$ cat src/rtl/lbp_stream_engine.sv
// Local Binary Pattern engine: streams a 2^LOG_W x 2^LOG_H gray image through a
// 3x3 window and writes one 8-bit code per interior pixel, optionally zeroing the border.
module lbp_stream_engine #(
   parameter int LOG_W       = 7,
   parameter int LOG_H       = 7,
   parameter int DW          = 8,
   parameter bit BORDER_ZERO = 1'b0
) (
   input  logic                   clk,
   input  logic                   reset,
   input  logic                   gray_ready,
   input  logic [DW-1:0]          gray_data,
   input  logic [DW-1:0]          thr,
   output logic                   gray_req,
   output logic [LOG_W+LOG_H-1:0] gray_addr,
   output logic                   lbp_valid,
   output logic [LOG_W+LOG_H-1:0] lbp_addr,
   output logic [7:0]             lbp_data,
   output logic                   finish
);
   localparam int AW = LOG_W + LOG_H;
   localparam int W  = 1 << LOG_W;
   localparam int H  = 1 << LOG_H;

   typedef enum logic [2:0] {IDLE, FETCH9, FETCH3, LAST, CMP, WR, BORDER, DONE} state_t;

   state_t              state;
   logic [LOG_H-1:0]    row;
   logic [LOG_W-1:0]    col;
   logic [3:0]          idx;
   logic [8:0][DW-1:0]  win;

   // Sum kept one bit wider so an overflowing centre+thr makes every bit 0.
   logic [DW:0] limit;
   logic [7:0]  code;
   assign limit = {1'b0, win[4]} + {1'b0, thr};

   for (genvar k = 0; k < 8; k++) begin : g_cmp
      localparam int SRC = (k < 4) ? k : k + 1;
      assign code[k] = ({1'b0, win[SRC]} >= limit);
   end

   logic [3:0]       nj, cbase;
   logic [1:0]       roff, coff;
   logic [LOG_H-1:0] f9_row, f3_row, b_row;
   logic [LOG_W-1:0] f9_col, f3_col, b_col;
   logic [AW-1:0]    b_next;

   always_comb begin
      nj     = idx + 4'd1;
      roff   = (nj >= 4'd6) ? 2'd2 : (nj >= 4'd3) ? 2'd1 : 2'd0;
      cbase  = {1'b0, roff, 1'b0} + {2'b00, roff};
      coff   = 2'(nj - cbase);
      f9_row = row + LOG_H'(roff) - LOG_H'(1);
      f9_col = col + LOG_W'(coff) - LOG_W'(1);
      f3_row = row + LOG_H'(nj[1:0]) - LOG_H'(1);
      f3_col = col + LOG_W'(1);
      b_row  = lbp_addr[AW-1:LOG_W];
      b_col  = lbp_addr[LOG_W-1:0];
      // On an inner row the left border pixel jumps straight to the right one.
      b_next = (b_row != '0 && b_row != '1 && b_col == '0) ? lbp_addr + AW'(W-1)
                                                          : lbp_addr + AW'(1);
   end

   always_ff @(posedge clk or posedge reset) begin
      if (reset) begin
         state     <= IDLE;
         row       <= LOG_H'(1);
         col       <= LOG_W'(1);
         idx       <= '0;
         win       <= '0;
         gray_req  <= 1'b0;
         gray_addr <= '0;
         lbp_valid <= 1'b0;
         lbp_addr  <= '0;
         lbp_data  <= '0;
         finish    <= 1'b0;
      end else begin
         case (state)
            IDLE: if (gray_ready) begin
               state     <= FETCH9;
               idx       <= '0;
               gray_req  <= 1'b1;
               gray_addr <= {row - LOG_H'(1), col - LOG_W'(1)};
            end
            FETCH9: begin
               if (idx != 4'd0) win[idx - 4'd1] <= gray_data;
               if (idx == 4'd8) begin
                  state    <= LAST;
                  gray_req <= 1'b0;
               end else begin
                  idx       <= nj;
                  gray_addr <= {f9_row, f9_col};
               end
            end
            FETCH3: begin
               case (idx)
                  4'd0: begin
                     win[0] <= win[1]; win[1] <= win[2];
                     win[3] <= win[4]; win[4] <= win[5];
                     win[6] <= win[7]; win[7] <= win[8];
                  end
                  4'd1:    win[2] <= gray_data;
                  default: win[5] <= gray_data;
               endcase
               if (idx == 4'd2) begin
                  state    <= LAST;
                  gray_req <= 1'b0;
               end else begin
                  idx       <= nj;
                  gray_addr <= {f3_row, f3_col};
               end
            end
            LAST: begin
               win[8] <= gray_data;
               state  <= CMP;
            end
            CMP: begin
               lbp_valid <= 1'b1;
               lbp_addr  <= {row, col};
               lbp_data  <= code;
               state     <= WR;
            end
            WR: begin
               idx <= '0;
               if (col < LOG_W'(W-2)) begin
                  col       <= col + LOG_W'(1);
                  lbp_valid <= 1'b0;
                  gray_req  <= 1'b1;
                  gray_addr <= {row - LOG_H'(1), col + LOG_W'(2)};
                  state     <= FETCH3;
               end else if (row < LOG_H'(H-2)) begin
                  row       <= row + LOG_H'(1);
                  col       <= LOG_W'(1);
                  lbp_valid <= 1'b0;
                  gray_req  <= 1'b1;
                  gray_addr <= {row, LOG_W'(0)};
                  state     <= FETCH9;
               end else if (BORDER_ZERO) begin
                  lbp_addr <= '0;
                  lbp_data <= '0;
                  state    <= BORDER;
               end else begin
                  lbp_valid <= 1'b0;
                  finish    <= 1'b1;
                  state     <= DONE;
               end
            end
            BORDER: begin
               if (lbp_addr == '1) begin
                  lbp_valid <= 1'b0;
                  finish    <= 1'b1;
                  state     <= DONE;
               end else begin
                  lbp_addr <= b_next;
               end
            end
            DONE: finish <= 1'b1;
            default: state <= IDLE;
         endcase
      end
   end
endmodule

$ cat config.mk
export PLATFORM = sky130hd
export DESIGN_NAME = lbp_stream_engine
export DESIGN_NICKNAME = d
export VERILOG_FILES = /design/src/rtl/lbp_stream_engine.sv
export SDC_FILE = /design/constraint.sdc
export NUM_CORES = 1
export LEC_CHECK = 0
export BUFFER_PORTS_ARGS = -buffer_cell sky130_fd_sc_hd__buf_4
export CORE_MARGIN = 2
export CORE_UTILIZATION = 50
export CTS_CLUSTER_SIZE = 25
export DETAILED_ROUTE_END_ITERATION = 8
export PLACE_DENSITY = 0.78
export SYNTH_ARGS = -nofsm -noshare
export SYNTH_HDL_FRONTEND = slang
export SYNTH_SLANG_ARGS = --single-unit
$ cat constraint.sdc
create_clock -name clk -period 9.99 [get_ports clk]
set_clock_uncertainty 0.15 [all_clocks]
set_input_delay 0 -clock clk [delete_from_list [all_inputs] [get_ports clk]]
set_output_delay 0 -clock clk [all_outputs]
set_load 0.1 [all_outputs]
==> out/qor.yml <==
rows: 50
startpoint_type: "register"
ys_types: 74
start_util_pct: 51.1
cts_tree: "built"
worstMarginPinSlew_ps: 1230
drt_iter0_markers: 754
core_mm2: 0.0188
rsz0062_at_grt: "false"
antennaDiodeCount: 0
cp_slowest_cell: "dfrtp_1"
synth_area_leaders: "dfrtp_1, ha_1, nand2_1, o21ai_0, mux2_2"
yosysSeqAreaShare_pct: 34.5
layout.nets: 1254
cts_max_level: 4
port_buffers: 57
netlist.top_cell.by_area: "dfrtp_1"
synth_ff_type: "dfrtp_1"
worst_path_most_repeated_cell: "ha_1"
ys_async_sr_fraction_pct: 100
die-area_mm2: 0.0203
track_usage_pct: 25.9
wl_um: 25400
yosysMostFrequentCell: "nand2_1"
clk_pin_slew_ps: 60
vias: 8366
max_freq_mhz: 241
ys_top_cells_by_count: "nand2_1, dfrtp_1, ha_1"
cts_buffers: 17
clock_latency_ps: 430
drc: 0
critPathMaxFanout: 12
die_w_um: 142
clock-sinks: 132
fin_crit_sh_pct: 41.5
tns_ps: 0
grt_pass1_vias: 8119
syn_area_per_cell_um2: 9.11
arrival_ps: 4340
viasPerCell: 6.20
dr.pass1.iters: 8
period_needed_ps: 4140
drive_above_1_share_pct: 13.9
yosys_warnings: 0
crit_path_end_kind: "register"
yosysTopAreaCellShare_pct: 33.9
reg2reg_depth: 18
synthesis.instances: 1052
clockBufferDepth: 2
regToRegSetupSlack_ps: 5850
netlist_area_mm2: 0.00959
hold_viol_final: 0
status: "completed"
synth_enable_flop_cells: 0
path_cells: "inv_1 > ha_1 > o21ai_0 > and2_1 > o21ai_0 > inv_1 > ha_1 > xor2_1 > xnor2_1 > ha_1 > inv_1 > ha_1 > a21oi_1 > o21bai_1 > a2111oi_0 > a41o_1 > a21oi_1 > a31oi_1"
fin_area_mm2: 0.0109
setup_violations: 0
max-slew-margin-rel_pct: 17.2
routedWlPerCell_um: 18.8
grt_max_degree: 81
ys_seq_elements: 132
grt_pass1_wl_um: 41600
cts-root-buf: "clkbuf_16"
ant_nets: 0
max_cap_violations: 0
synth_fp_nets: 1203
antenna_found_initial: 0
slowest_delay_ps: 560
ios: 58
hp-class: "in -> async"
drv_slew: 0
grt_overflow_total: 0
die_h_um: 142
area_growth_syn_to_layout_pct: 13.5
dpl_cell_area_mm2: 0.0102
routabilityCongestion: 0.912
required_ps: 10190
crit_type: "reg -> reg"
place_hpwl_um: 17900
## per-layer routing
metal	vias up	share of wire (%)	global-route usage, %	wire length [µm]
li1	3919	-	-	-
met4	0	2.4	8.65	606
met5	-	0	0	0
met1	4060	43	34.8	10900
met3	60	7.5	5.05	1910
met2	327	47	42.0	12000
## cell usage in the layout, fill, tap and decap left out, types with 21 or more instances in the layout
cell,n
xnor2_1,21
dfrtp_1,130
a21oi_1,75
inv_1,45
buf_4,62
o211ai_1,24
nor2_1,56
o21ai_0,92
nand2_1,149
ha_1,128
mux2_2,39
## area by class of cell
class                   count  area [µm²]
clock buffers              18         429
clock inverters            14         176
fillers                  1617        7890
inverters                  46         178
multi-input cells         834        5930
flip-flops and latches    132        3310
well taps                 234         293
repair buffers             72         566
## sequential cells by signal, indices dropped and copies added, names as in the netlist
name	cells
win	72
gray_addr	14
lbp_addr	14
lbp_data	8
col	7
row	7
idx	4
state	3
finish	1
gray_req	1
lbp_valid	1
## timing repair
item,in CTS,in global routing
gates resized for setup,0,0
buffers inserted,0,0
hold buffers,10,0
hold endpoints to repair,143,0
## through the flow
stage / cells / worst slack (ps) / hold WS (ps) / utilization (%)
floorplan: 1052 / 6320 / -33.2 / -
global placement: 1308 / 6070 / 38.6 / 54.2
detailed placement: 1308 / 5910 / 38.5 / 54.2
CTS: 1350 / 5890 / 152 / 58.0
global route: 1350 / 5540 / 205 / 58.0
finish: 1350 / 5850 / 120 / 58.0
## worst paths after layout
| check | end | startpoint |
|---|---|---|
| max in group asynchronous | win[29]$_DFFE_PP0P_ | reset |
| setup / recovery | gray_addr[6]$_DFFE_PP0P_ | idx[0]$_DFFE_PP0P_ |
| hold / removal | gray_addr[12]$_DFFE_PP0P_ | reset |
| setup reg to reg | gray_addr[6]$_DFFE_PP0P_ | idx[0]$_DFFE_PP0P_ |
| hold reg to reg | finish$_DFFE_PP0P_ | finish$_DFFE_PP0P_ |
| min in group clk | win[40]$_DFFE_PP0P_ | gray_data[0] |
## worst max-delay path: cells and delay by family (launching register included)
kind	cells	cell delay, ps
AO/OA/AOI/OAI	8	1300
adder cells (fa/ha/maj)	4	1070
flip-flops	1	560
XOR/XNOR	2	450
buffers and inverters	3	340
AND/OR/NAND/NOR	1	180
## kinds of logic after synthesis
logic type | after synthesis | synth area share [%]
compound gates | 322 | 21.5
simple gates | 301 | 14.5
fa+ha+maj | 132 | 17.5
flops | 132 | 34.5
buf+inv | 86 | 3.67
mux | 44 | 5.10
xor+xnor | 35 | 3.20
Power is left out: the tool's default activity adds up to more than one toggle a clock period on the data nets, which glitch-free logic cannot reach.
